### src/rtl/pc_pkg.sv
// Shared types and helpers for the fetch-stage PC unit.
// The PC_RAS_EN macro enables the return-address stack.
package pc_pkg;

   localparam int PC_XLEN = 32;

   typedef enum logic [1:0] {
      ST_BOOT,
      ST_RUN,
      ST_HALT
   } state_e;

   typedef enum logic [2:0] {
      SRC_NONE,
      SRC_TRAP,
      SRC_BRANCH,
      SRC_RET,
      SRC_SEQ
   } src_e;

   // Mask that clears the low log2(inc) bits; inc is a power of two.
   function automatic logic [63:0] align_mask(input int unsigned inc);
      return ~(64'(inc) - 64'd1);
   endfunction

endpackage

### src/rtl/pc_ras.sv
// Circular return-address stack; overflow overwrites the oldest entry.
// Only instantiated when PC_RAS_EN is defined.
module pc_ras
   import pc_pkg::*;
#(
   parameter int XLEN  = PC_XLEN,
   parameter int DEPTH = 4
) (
   input  logic            clk,
   input  logic            reset,
   input  logic            push_i,
   input  logic            pop_i,
   input  logic [XLEN-1:0] data_i,
   output logic [XLEN-1:0] top_o,
   output logic            empty_o,
   output logic            full_o
);

   localparam int PW = $clog2(DEPTH);
   localparam int CW = PW + 1;

   logic [XLEN-1:0] mem_q [DEPTH];
   logic [PW-1:0]   sp_q;
   logic [PW-1:0]   top_idx;
   logic [CW-1:0]   cnt_q;

   assign top_idx = sp_q - 1'b1;
   assign top_o   = mem_q[top_idx];
   assign empty_o = (cnt_q == '0);
   assign full_o  = (cnt_q == CW'(DEPTH));

   always_ff @(posedge clk or posedge reset) begin
      if (reset) begin
         sp_q  <= '0;
         cnt_q <= '0;
         for (int i = 0; i < DEPTH; i++) begin
            mem_q[i] <= '0;
         end
      end else if (push_i && pop_i && !empty_o) begin
         // return-and-call: top is replaced, depth unchanged
         mem_q[top_idx] <= data_i;
      end else if (push_i) begin
         mem_q[sp_q] <= data_i;
         sp_q        <= sp_q + 1'b1;
         if (!full_o) begin
            cnt_q <= cnt_q + 1'b1;
         end
      end else if (pop_i && !empty_o) begin
         sp_q  <= top_idx;
         cnt_q <= cnt_q - 1'b1;
      end
   end

endmodule

### src/rtl/pc_fetch_ctrl.sv
// Fetch-stage PC unit: handshake, stall/halt FSM, prioritised redirects.
// Define PC_RAS_EN to add the return-address stack (call_i/ret_i).
module pc_fetch_ctrl
   import pc_pkg::*;
#(
   parameter int              XLEN      = PC_XLEN,
   parameter int              INC       = 4,
   parameter logic [XLEN-1:0] RESET_VEC = '0,
   parameter logic [XLEN-1:0] TRAP_VEC  = XLEN'(32'h0000_0100),
   parameter int              RAS_DEPTH = 4
) (
   input  logic            clk,
   input  logic            reset,
   input  logic            stall_i,
   input  logic            halt_i,
   input  logic            resume_i,
   input  logic            redirect_valid_i,
   input  logic [XLEN-1:0] redirect_target_i,
   input  logic            trap_i,
   output logic            fetch_valid_o,
   input  logic            fetch_ready_i,
   output logic [XLEN-1:0] pc_o,
   output logic            misaligned_o,
   output logic            halted_o,
   input  logic            call_i,
   input  logic            ret_i,
   output logic            ras_empty_o
);

   localparam logic [XLEN-1:0] MASK  = XLEN'(align_mask(INC));
   localparam logic [XLEN-1:0] INC_W = XLEN'(INC);

   state_e          state_q, state_d;
   src_e            src;
   logic [XLEN-1:0] pc_q, pc_d;
   logic            mis_q, mis_d;
   logic            fire;
   logic            ret_act;
   logic [XLEN-1:0] ras_top;
   logic            ras_empty;
   logic [XLEN-1:0] seq_pc;

   assign fire   = fetch_valid_o & fetch_ready_i;
   assign seq_pc = pc_q + INC_W;

`ifdef PC_RAS_EN
   logic ras_push;
   logic ras_full_unused;

   assign ret_act  = ret_i;
   assign ras_push = call_i & fire &
                     ((src == SRC_SEQ) | (src == SRC_RET));

   pc_ras #(
      .XLEN  (XLEN),
      .DEPTH (RAS_DEPTH)
   ) u_ras (
      .clk     (clk),
      .reset   (reset),
      .push_i  (ras_push),
      .pop_i   (src == SRC_RET),
      .data_i  (seq_pc),
      .top_o   (ras_top),
      .empty_o (ras_empty),
      .full_o  (ras_full_unused)
   );
`else
   logic unused_ras;

   assign unused_ras = call_i | ret_i;
   assign ret_act    = 1'b0;
   assign ras_top    = '0;
   assign ras_empty  = 1'b1;
`endif

   always_ff @(posedge clk or posedge reset) begin
      if (reset) begin
         state_q <= ST_BOOT;
         pc_q    <= RESET_VEC;
         mis_q   <= 1'b0;
      end else begin
         state_q <= state_d;
         pc_q    <= pc_d;
         mis_q   <= mis_d;
      end
   end

   always_comb begin
      src = SRC_NONE;
      if (state_q == ST_RUN) begin
         if (trap_i) begin
            src = SRC_TRAP;
         end else if (redirect_valid_i) begin
            src = SRC_BRANCH;
         end else if (ret_act) begin
            src = SRC_RET;
         end else if (fire) begin
            src = SRC_SEQ;
         end
      end else if (state_q == ST_HALT && trap_i) begin
         src = SRC_TRAP;
      end
   end

   always_comb begin
      pc_d  = pc_q;
      mis_d = 1'b0;
      unique case (src)
         SRC_TRAP: pc_d = TRAP_VEC;
         SRC_BRANCH: begin
            pc_d  = redirect_target_i & MASK;
            mis_d = |(redirect_target_i & ~MASK);
         end
         SRC_RET: begin
            pc_d  = ras_empty ? RESET_VEC : ras_top;
            mis_d = ras_empty;
         end
         SRC_SEQ: pc_d = seq_pc;
         default: pc_d = pc_q;
      endcase
   end

   always_comb begin
      state_d = state_q;
      unique case (state_q)
         ST_BOOT: state_d = ST_RUN;
         ST_RUN:  if (halt_i) state_d = ST_HALT;
         ST_HALT: if (resume_i || trap_i) state_d = ST_RUN;
         default: state_d = ST_BOOT;
      endcase
   end

   always_comb begin
      fetch_valid_o = (state_q == ST_RUN) & ~stall_i;
      halted_o      = (state_q == ST_HALT);
      pc_o          = pc_q;
      misaligned_o  = mis_q;
      ras_empty_o   = ras_empty;
   end

endmodule

### config.mk
export PLATFORM = sky130hd
export DESIGN_NAME = pc_fetch_ctrl
export DESIGN_NICKNAME = d
export VERILOG_FILES = /design/src/rtl/pc_pkg.sv /design/src/rtl/pc_ras.sv /design/src/rtl/pc_fetch_ctrl.sv
export SDC_FILE = /design/constraint.sdc
export NUM_CORES = 1
export LEC_CHECK = 0
export CAP_MARGIN = 20
export CORE_MARGIN = 2
export CORE_UTILIZATION = 40
export CTS_CLUSTER_DIAMETER = 120
export DETAILED_ROUTE_END_ITERATION = 8
export PLACE_DENSITY = 0.8
export SLEW_MARGIN = 0
export SYNTH_ARGS = -nofsm -noshare
export SYNTH_HDL_FRONTEND = slang
export SYNTH_SLANG_ARGS = --single-unit
### constraint.sdc
create_clock -name clk -period 2.6 [get_ports clk]
set_clock_uncertainty 0.05 [all_clocks]
set_input_delay 0.52 -clock clk [delete_from_list [all_inputs] [get_ports clk]]
set_output_delay 0.52 -clock clk [all_outputs]
set_load 0.03 [all_outputs]
### After elaboration in Yosys (flattened, before gate mapping)

Cells that the tools add are included.

* reductions and logical operators: 6
* $add $sub $neg: 1
* muxes and demuxes: 10
* bitwise operators: 3
* eq/ne operators: 8

Operators with widths (number)
* $pmux 32 s4: 1
* $add 32x3->32 const B: 1
* $mux 3: 4
* $eq 3x2->1 const B: 2
* $pmux 2 s3: 1
* $mux 2: 2
* $reduce_bool 4->1: 1
* $eq 3x1->1 const B: 1
* $eq 3x3->1 const B: 1
* $and 1x1->1: 2
* $eq 2x1->1 const B: 1
* $eq 2x2->1 const B: 1
* $logic_not 2->1: 1
* $ne 2x1->1 const B: 1
* $ne 2x2->1 const B: 1
* $pmux 1 s2: 1
* $reduce_and 2->1: 1
* $reduce_or 2->1: 1
* $logic_and 1x1->1: 1
* $logic_or 1x1->1: 1
* $mux 1: 1
* $not 1->1: 1

* bits in registers: 35
* word-level logic and storage cells: 31
* bits of input ports: 42

### Depth between registers and ports, before layout

Gate-level depths: netlist of the first run.

* depth after elaboration: 9
* depth in mapped cells: 7
* gate-level depth less buffers: 6

### Least setup slack after synthesis of the first run

Ideal clock, no wire load.

* path type: reg2reg
* from: reg pc_q[5] (netlist: pc_o[5])
* to: reg pc_q[19] (netlist: pc_o[19])
* cell stages (with the launch flop): 6
* required time: 2426 ps
* arrival time: 1941 ps
* buffers on the path: 1
* setup slack: 485 ps
* cell sequence: dfrtp_1 nand3_2 or4_4 buf_6 o311a_1 a211o_1

* longest elaborated chain between the ends: 2

Ends and longest elaborated chain
* from (decl): RTL line pc_fetch_ctrl.sv:35 `logic [XLEN-1:0] pc_q, pc_d;`
* from (signal assigned): RTL line pc_fetch_ctrl.sv:83 `pc_q <= pc_d;`
* $add 32x3->32: RTL line pc_fetch_ctrl.sv:44 `assign seq_pc = pc_q + INC_W;`
* $pmux 32 s4: RTL line pc_fetch_ctrl.sv:108 `unique case (src)`

No other way between the ends.
A chain may end at the register's enable or synchronous reset.

### Worst setup path after layout of the first run

* from: reg state_q[1]
* to: out halted_o

* longest elaborated chain between the ends: 1

Ends and longest elaborated chain
* from (decl): RTL line pc_fetch_ctrl.sv:33 `state_e state_q, state_d;`
* from (signal assigned): RTL line pc_fetch_ctrl.sv:82 `state_q <= state_d;`
* $eq 2x2->1: RTL line pc_fetch_ctrl.sv:135 `halted_o = (state_q == ST_HALT);`
* to (decl): RTL line pc_fetch_ctrl.sv:24 `output logic halted_o,`

No other way between the ends.

==> results of run 1 <==
-- logic make-up after synthesis --
group,Yosys count,synth area share [%]
buffers and inverters,18,4.25
other,2,0.354
flip-flops,33,38.9
AO/OA/AOI/OAI,67,22.4
adder cells (fa/ha/maj),1,0.590
AND/OR/NAND/NOR,126,32.6
multiplexers,2,0.944
-- layout make-up --
type | instances | area, sq um
Clock buffer | 7 | 96.3
Timing Repair Buffer | 87 | 846
Clock inverter | 1 | 5.00
Inverter | 2 | 7.51
Sequential cell | 33 | 826
Tap cell | 70 | 87.6
Fill cell | 473 | 2010
Multi-Input combinational cell | 199 | 1230
-- cells in the final DEF (no fill, tap or decap), types with 6 or more instances in the layout --
cell type,count
dfrtp_1,33
a21oi_1,15
and4_1,6
clkbuf_8,7
nand4_1,7
clkdlybuf4s50_1,72
o21ai_0,8
nand3_1,21
and3_1,10
nand2_1,34
and2_1,8
nor2_1,18
buf_4,14
-- through the flow --
stage               hold slack [ns]  utilization (%)  setup slack (ns)
floorplan                     0.427                -             0.485
global placement              0.449             58.7             0.226
detailed placement            0.467             58.7             0.195
CTS                           0.474             60.7             0.237
global route                  0.502             60.7             0.166
finish                        0.477             60.7             0.251
-- critical path, cell delays in order (launching register included) --
cell and delay, ns:
dfrtp_1 0.46, nor2b_1 0.31, clkdlybuf4s50_1 0.73
-- report_power, final --
part,switching [W],internal (W)
Clock,0.000196,0.000239
Combinational,0.000496,0.000392
Sequential,0.000136,0.000605
-- per-layer routing --
metal	vias up	global-route usage, %
met4	0	9.82
met5	-	0
met3	14	5.29
li1	1104	-
met2	119	38.0
met1	1098	28.8
-- path summary, 6_finish.rpt --
kind                       startpoint  endpoint  slack [ns]
setup / recovery           state_q[1]  halted_o        0.25
hold / removal               pc_o[31]  pc_o[31]        0.48
setup reg to reg              pc_o[2]  pc_o[28]        0.57
hold reg to reg              pc_o[31]  pc_o[31]        0.48
max in group asynchronous       reset  pc_o[28]        1.62
min in group asynchronous       reset   pc_o[2]        0.57
-- Yosys cell counts (all sizes together), types with 3 or more instances --
library cell | number | area (sq um)
a311oi | 4 | 35.0
nand3 | 22 | 115
dfrtp | 33 | 826
a211o | 3 | 26.3
nand2 | 34 | 128
a21oi | 15 | 75.1
a31oi | 3 | 18.8
and2 | 8 | 50.1
a21o | 3 | 22.5
clkbuf | 8 | 30.0
buf | 8 | 52.5
nor2 | 19 | 73.8
nor4 | 6 | 50.0
and3 | 10 | 62.6
nor3 | 4 | 36.3
o22ai | 4 | 25.0
o211ai | 5 | 37.5
and4 | 6 | 52.6
nand4 | 7 | 43.8
o21ai | 8 | 40.0
-- registers in the layout, summed over array words and instances (netlist names) --
signal and cells:
misaligned_o 1, pc_o 30, state_q 2
==> reports/qor.csv, run 1 <==
stage,metric,value,unit
synthesis,synth_edf_count,0,
detailed_routing,drcViolationCount,0,
sta,relSlewSlack,57.5,%
detailed_routing,ant_nets,0,
sta,max_freq,426,MHz
place,dp_cells,391,
detailed_routing,first_iter_violations,232,
setup_path,cp-end-kind,output port,
pwr,power_density,667,nW/um^2
sta,post-route-min-period,2.35,ns
run,drv_cap,0,
layout,syn_to_final_growth,46.1,%
floorplan,die_x,76.8,microns
pwr,max-vdd-ir-drop,0.000509,V
grt,grt_overflow,0,
synthesis,synth-main-ff-cell,dfrtp_1,
clocking,hold_buffers,0,
clocking,h-tree-depth,2,
layout,drive_gt1_share,10.3,%
sta,timing_worst_slew_pin_value,0.632,ns
grt,grt_pass1_vias,2477,
layout,diodes,0,
clocking,cts_tree,built,
synthesis,ys_seq_area_share,38.9,%
grt,grt_use_total,23.0,%
synthesis,syn_area,2120,sq um
synthesis,yosysWarnings,0,
detailed_routing,dr_wl_met2,3.13,mm
floorplan,io-pin-count,78,
detailed_routing,routedWlPerCell,16.1,microns
detailed_routing,drt-total-wl,6.42,mm
synthesis,yosys.cell_types.count,56,
clocking,cts_sinks,33,
sta,hold_viol_final,0,
floorplan,rows,26,
floorplan,dieArea,5900,sq um
layout,final_cell_area,3100,sq um
place,dpl_cell_area,3000,sq um
detailed_routing,vias,2335,
place,port_buffers,72,
clocking,cts_buffer_depth,2,
run_status,status,"complete, no violations",
detailed_routing,wl_met3,537,microns
sta,fin_setup_tns,0,ns
synthesis,async_reset_ff_share,100,%
clocking,cts_root_buffer,clkbuf_8,
pwr,p_total,0.00207,W
clocking,postCtsSetupBuffers,0,
clocking,post_cts_resize_count,0,
floorplan,core_area,5110,sq um
synthesis,syn_area_per_cell,8.52,sq um
sta,finalCritPeriodShare,90.4,%
sta,drv_slew,0,
floorplan,die_h,76.8,microns
pwr,cellLeakagePower,1.30,nW
setup_path,crit_required,2.03,ns
setup_path,worst_setup_path_start_kind,flop,
clocking,cts.clk_slew.worst_paths,0.07,ns
setup_path,reg2regPathDepth,6,
clocking,numCtsBuffers,5,
synthesis,synth_seq_cells,33,
sta,setup_violations,0,
place,place_congestion,0.816,
floorplan,start_util,41.5,%
detailed_routing,top_layer_used,met4,
layout,instances_no_fill,399,
detailed_routing,wl_met1,2.65,mm
grt,antenna_found_initial,0,
sta,rsz0062_at_grt,no,
synthesis,syn-instance-count,249,
setup_path,critPathMaxFanout,6,
grt,grt_pass1_wl,11.2,mm
setup_path,critPathKind,reg -> out,
place,dpl.hpwl,4.67,mm
hold_path,timing.hold.worst.class,reg -> reg,
setup_path,crit_arrival,1.78,ns
hold_path,holdPathStages,1,
layout,nets,371,
detailed_routing,drt_pass1_iterations,4,
grt,grt_max_degree,34,
clocking,clk-insertion-delay-late,0.29,ns
detailed_routing,drt-vias-per-instance,5.85,
No activity file was read; power rests on OpenSTA's default activity.
==> inputs of run 2 (changes only) <==
SYNTH_HIERARCHICAL = 1   (was not set)
==> results of run 2 <==
Final layout, timing and power as in run 1 (identical DEF).
Among the figures that moved: Yosys warning count 0 -> 6
==> inputs of run 3 (changes only) <==
CORE_MARGIN = 1.5   (was 2)
SETUP_SLACK_MARGIN = 0.1   (was not set)
==> reports/qor.csv, run 3 <==
stage,metric,value,unit
pwr,max-vdd-ir-drop,0.000357,V
hold_path,hp-start,pc_o[26],
synthesis,async_reset_ff_share,100,%
detailed_routing,drcViolationCount,0,
detailed_routing,drt_pass1_iterations,4,
synthesis,synth.top_cells.by_count,"nand2_1, dfrtp_1, nand3_1, nor2_1, a21oi_1",
sta,relSlewSlack,59.2,%
detailed_routing,routedWlPerCell,16.1,microns
setup_path,rrSetupSlack,0.55,ns
layout,nets,372,
synthesis,syn_area_per_cell,8.52,sq um
hold_path,timing.hold.worst.class,reg -> reg,
setup_path,critPathKind,reg -> out,
sta,timing.hold.ws,0.485,ns
synthesis,ys_seq_area_share,38.9,%
detailed_routing,first_iter_violations,158,
detailed_routing,vias,2320,
layout,layout_common_cells,"clkdlybuf4s50_1, nand2_1, dfrtp_1",
synthesis,syn-instance-count,249,
clocking,postCtsSetupBuffers,0,
layout,diodes,0,
layout,final_util,60.8,%
synthesis,yosysTopAreaCellShare,38.9,%
clocking,cts.clk_slew.worst_paths,0.07,ns
detailed_routing,drt-total-wl,6.42,mm
floorplan,start_util,41.5,%
clocking,cts_tree,built,
place,place_congestion,0.874,
synthesis,yosys.area.top_type,dfrtp_1,
synthesis,synth_edf_count,0,
sta,fin_setup_tns,0,ns
floorplan,die_h,75.8,microns
synthesis,yosys-top-cells-area,"dfrtp_1, nand2_1, nand3_1",
setup_path,reg2regPathDepth,5,
sta,setup_violations,0,
sta,max_freq,424,MHz
layout,syn_to_final_growth,46.4,%
sta,finalCritPeriodShare,90.7,%
layout,final_common_cell,clkdlybuf4s50_1,
setup_path,cp-end-kind,output port,
clocking,h-tree-depth,2,
grt,antenna_found_initial,0,
setup_path,crit_arrival,1.79,ns
synthesis,yosysWarnings,6,
pwr,power_density,664,nW/um^2
setup_path,r2r_start,pc_o[5],
floorplan,core_area,5110,sq um
clocking,hold_buffers,0,
sta,hold_viol_final,0,
detailed_routing,ant_nets,0,
sta,drv_slew,0,
grt,grt_overflow,0,
place,dpl.hpwl,4.78,mm
grt,grt_use_total,23.6,%
clocking,clk-insertion-delay-late,0.29,ns
clocking,post_cts_resize_count,0,
clocking,cts_sinks,33,
hold_path,holdPathStages,1,
clocking,cts_buffer_depth,2,
floorplan,die_x,75.8,microns
pwr,p_total,0.00206,W
sta,timing_worst_slew_pin_value,0.606,ns
hold_path,hold_end,pc_o[26],
layout,largest_reg_flops,30,
grt,grt_max_degree,34,
floorplan,dieArea,5750,sq um
run,drv_cap,0,
layout,drive_gt1_share,10.6,%
setup_path,r2r-end,pc_o[31],
setup_path,critPathMaxFanout,6,
sta,rsz0062_at_grt,no,
grt,grt_pass1_vias,2241,
synthesis,synth-main-ff-cell,dfrtp_1,
synthesis,synth_most_common_cell,nand2_1,
synthesis,synth_seq_cells,33,
grt,grt_pass1_wl,10.3,mm
run_status,status,"complete, no violations",
floorplan,rows,26,
setup_path,worst_setup_path_start_kind,flop,
synthesis,yosys.cell_types.count,56,
synthesis,syn_area,2120,sq um
clocking,cts_root_buffer,clkbuf_8,
detailed_routing,drt-vias-per-instance,5.80,
place,port_buffers,72,
pwr,cellLeakagePower,1.30,nW
floorplan,io-pin-count,78,
setup_path,crit_required,2.03,ns
sta,post-route-min-period,2.36,ns
clocking,numCtsBuffers,5,
run 3: cell counts after synthesis:
No cell type changed its count.
run 3: worst max-delay path, stage by stage (launching register included):
cell,delay [ns]
dfrtp_1,0.46
nor2b_1,0.31
clkdlybuf4s50_1,0.73
run 3: cell type report:
class	instances	area, sq um
Multi-Input combinational cell	199	1230
Inverter	2	7.51
Clock buffer	7	96.3
Sequential cell	33	826
Fill cell	472	2000
Timing Repair Buffer	88	853
Clock inverter	1	5.00
Tap cell	70	87.6
run 3: where the power goes:
group | internal (W) | switching, W
clock | 0.000239 | 0.000193
sequential | 0.000605 | 0.000137
combinational | 0.000399 | 0.000491
run 3: per-stage QoR:
| stage | worst slack, ns | cell area (sq um) | instances |
|---|---|---|---|
| after floorplan | 0.485 | 2120 | 250 |
| after global placement | 0.291 | 3000 | 392 |
| after detailed placement | 0.158 | 3000 | 392 |
| after CTS | 0.229 | 3110 | 400 |
| after global routing | 0.159 | 3110 | 400 |
| final | 0.242 | 3110 | 400 |
run 3: worst max path at each step:
stage	startpoint	to	slack, ns	cells after the start
final	state_q[1]	halted_o	0.24	2
after floorplan	pc_o[5]	pc_o[19]	0.49	5
after global placement	stall_i	fetch_valid_o	0.29	3
after detailed placement	trap_i	pc_o[31]	0.16	8
after global routing	state_q[1]	halted_o	0.16	2
after CTS	state_q[1]	halted_o	0.23	2
run 3: logic make-up (layout without fill, tap and decap cells):
kind of cell,count (synthesis),after routing,share of synthesized area (%)
mux,2,2,0.944
compound gates,67,67,22.4
flops,33,33,38.9
other cells,2,3,0.354
fa+ha+maj,1,1,0.590
buf+inv,18,98,4.25
simple gates,126,126,32.6
run 3: metal layers:
metal,GRT usage [%],vias up,share of wire [%],wire length (microns)
met1,29.7,1129,43,2750
met2,39.6,77,50,3230
met5,0,-,0,0
met4,7.94,0,1.1,70
li1,-,1106,-,-
met3,5.82,8,5.7,366
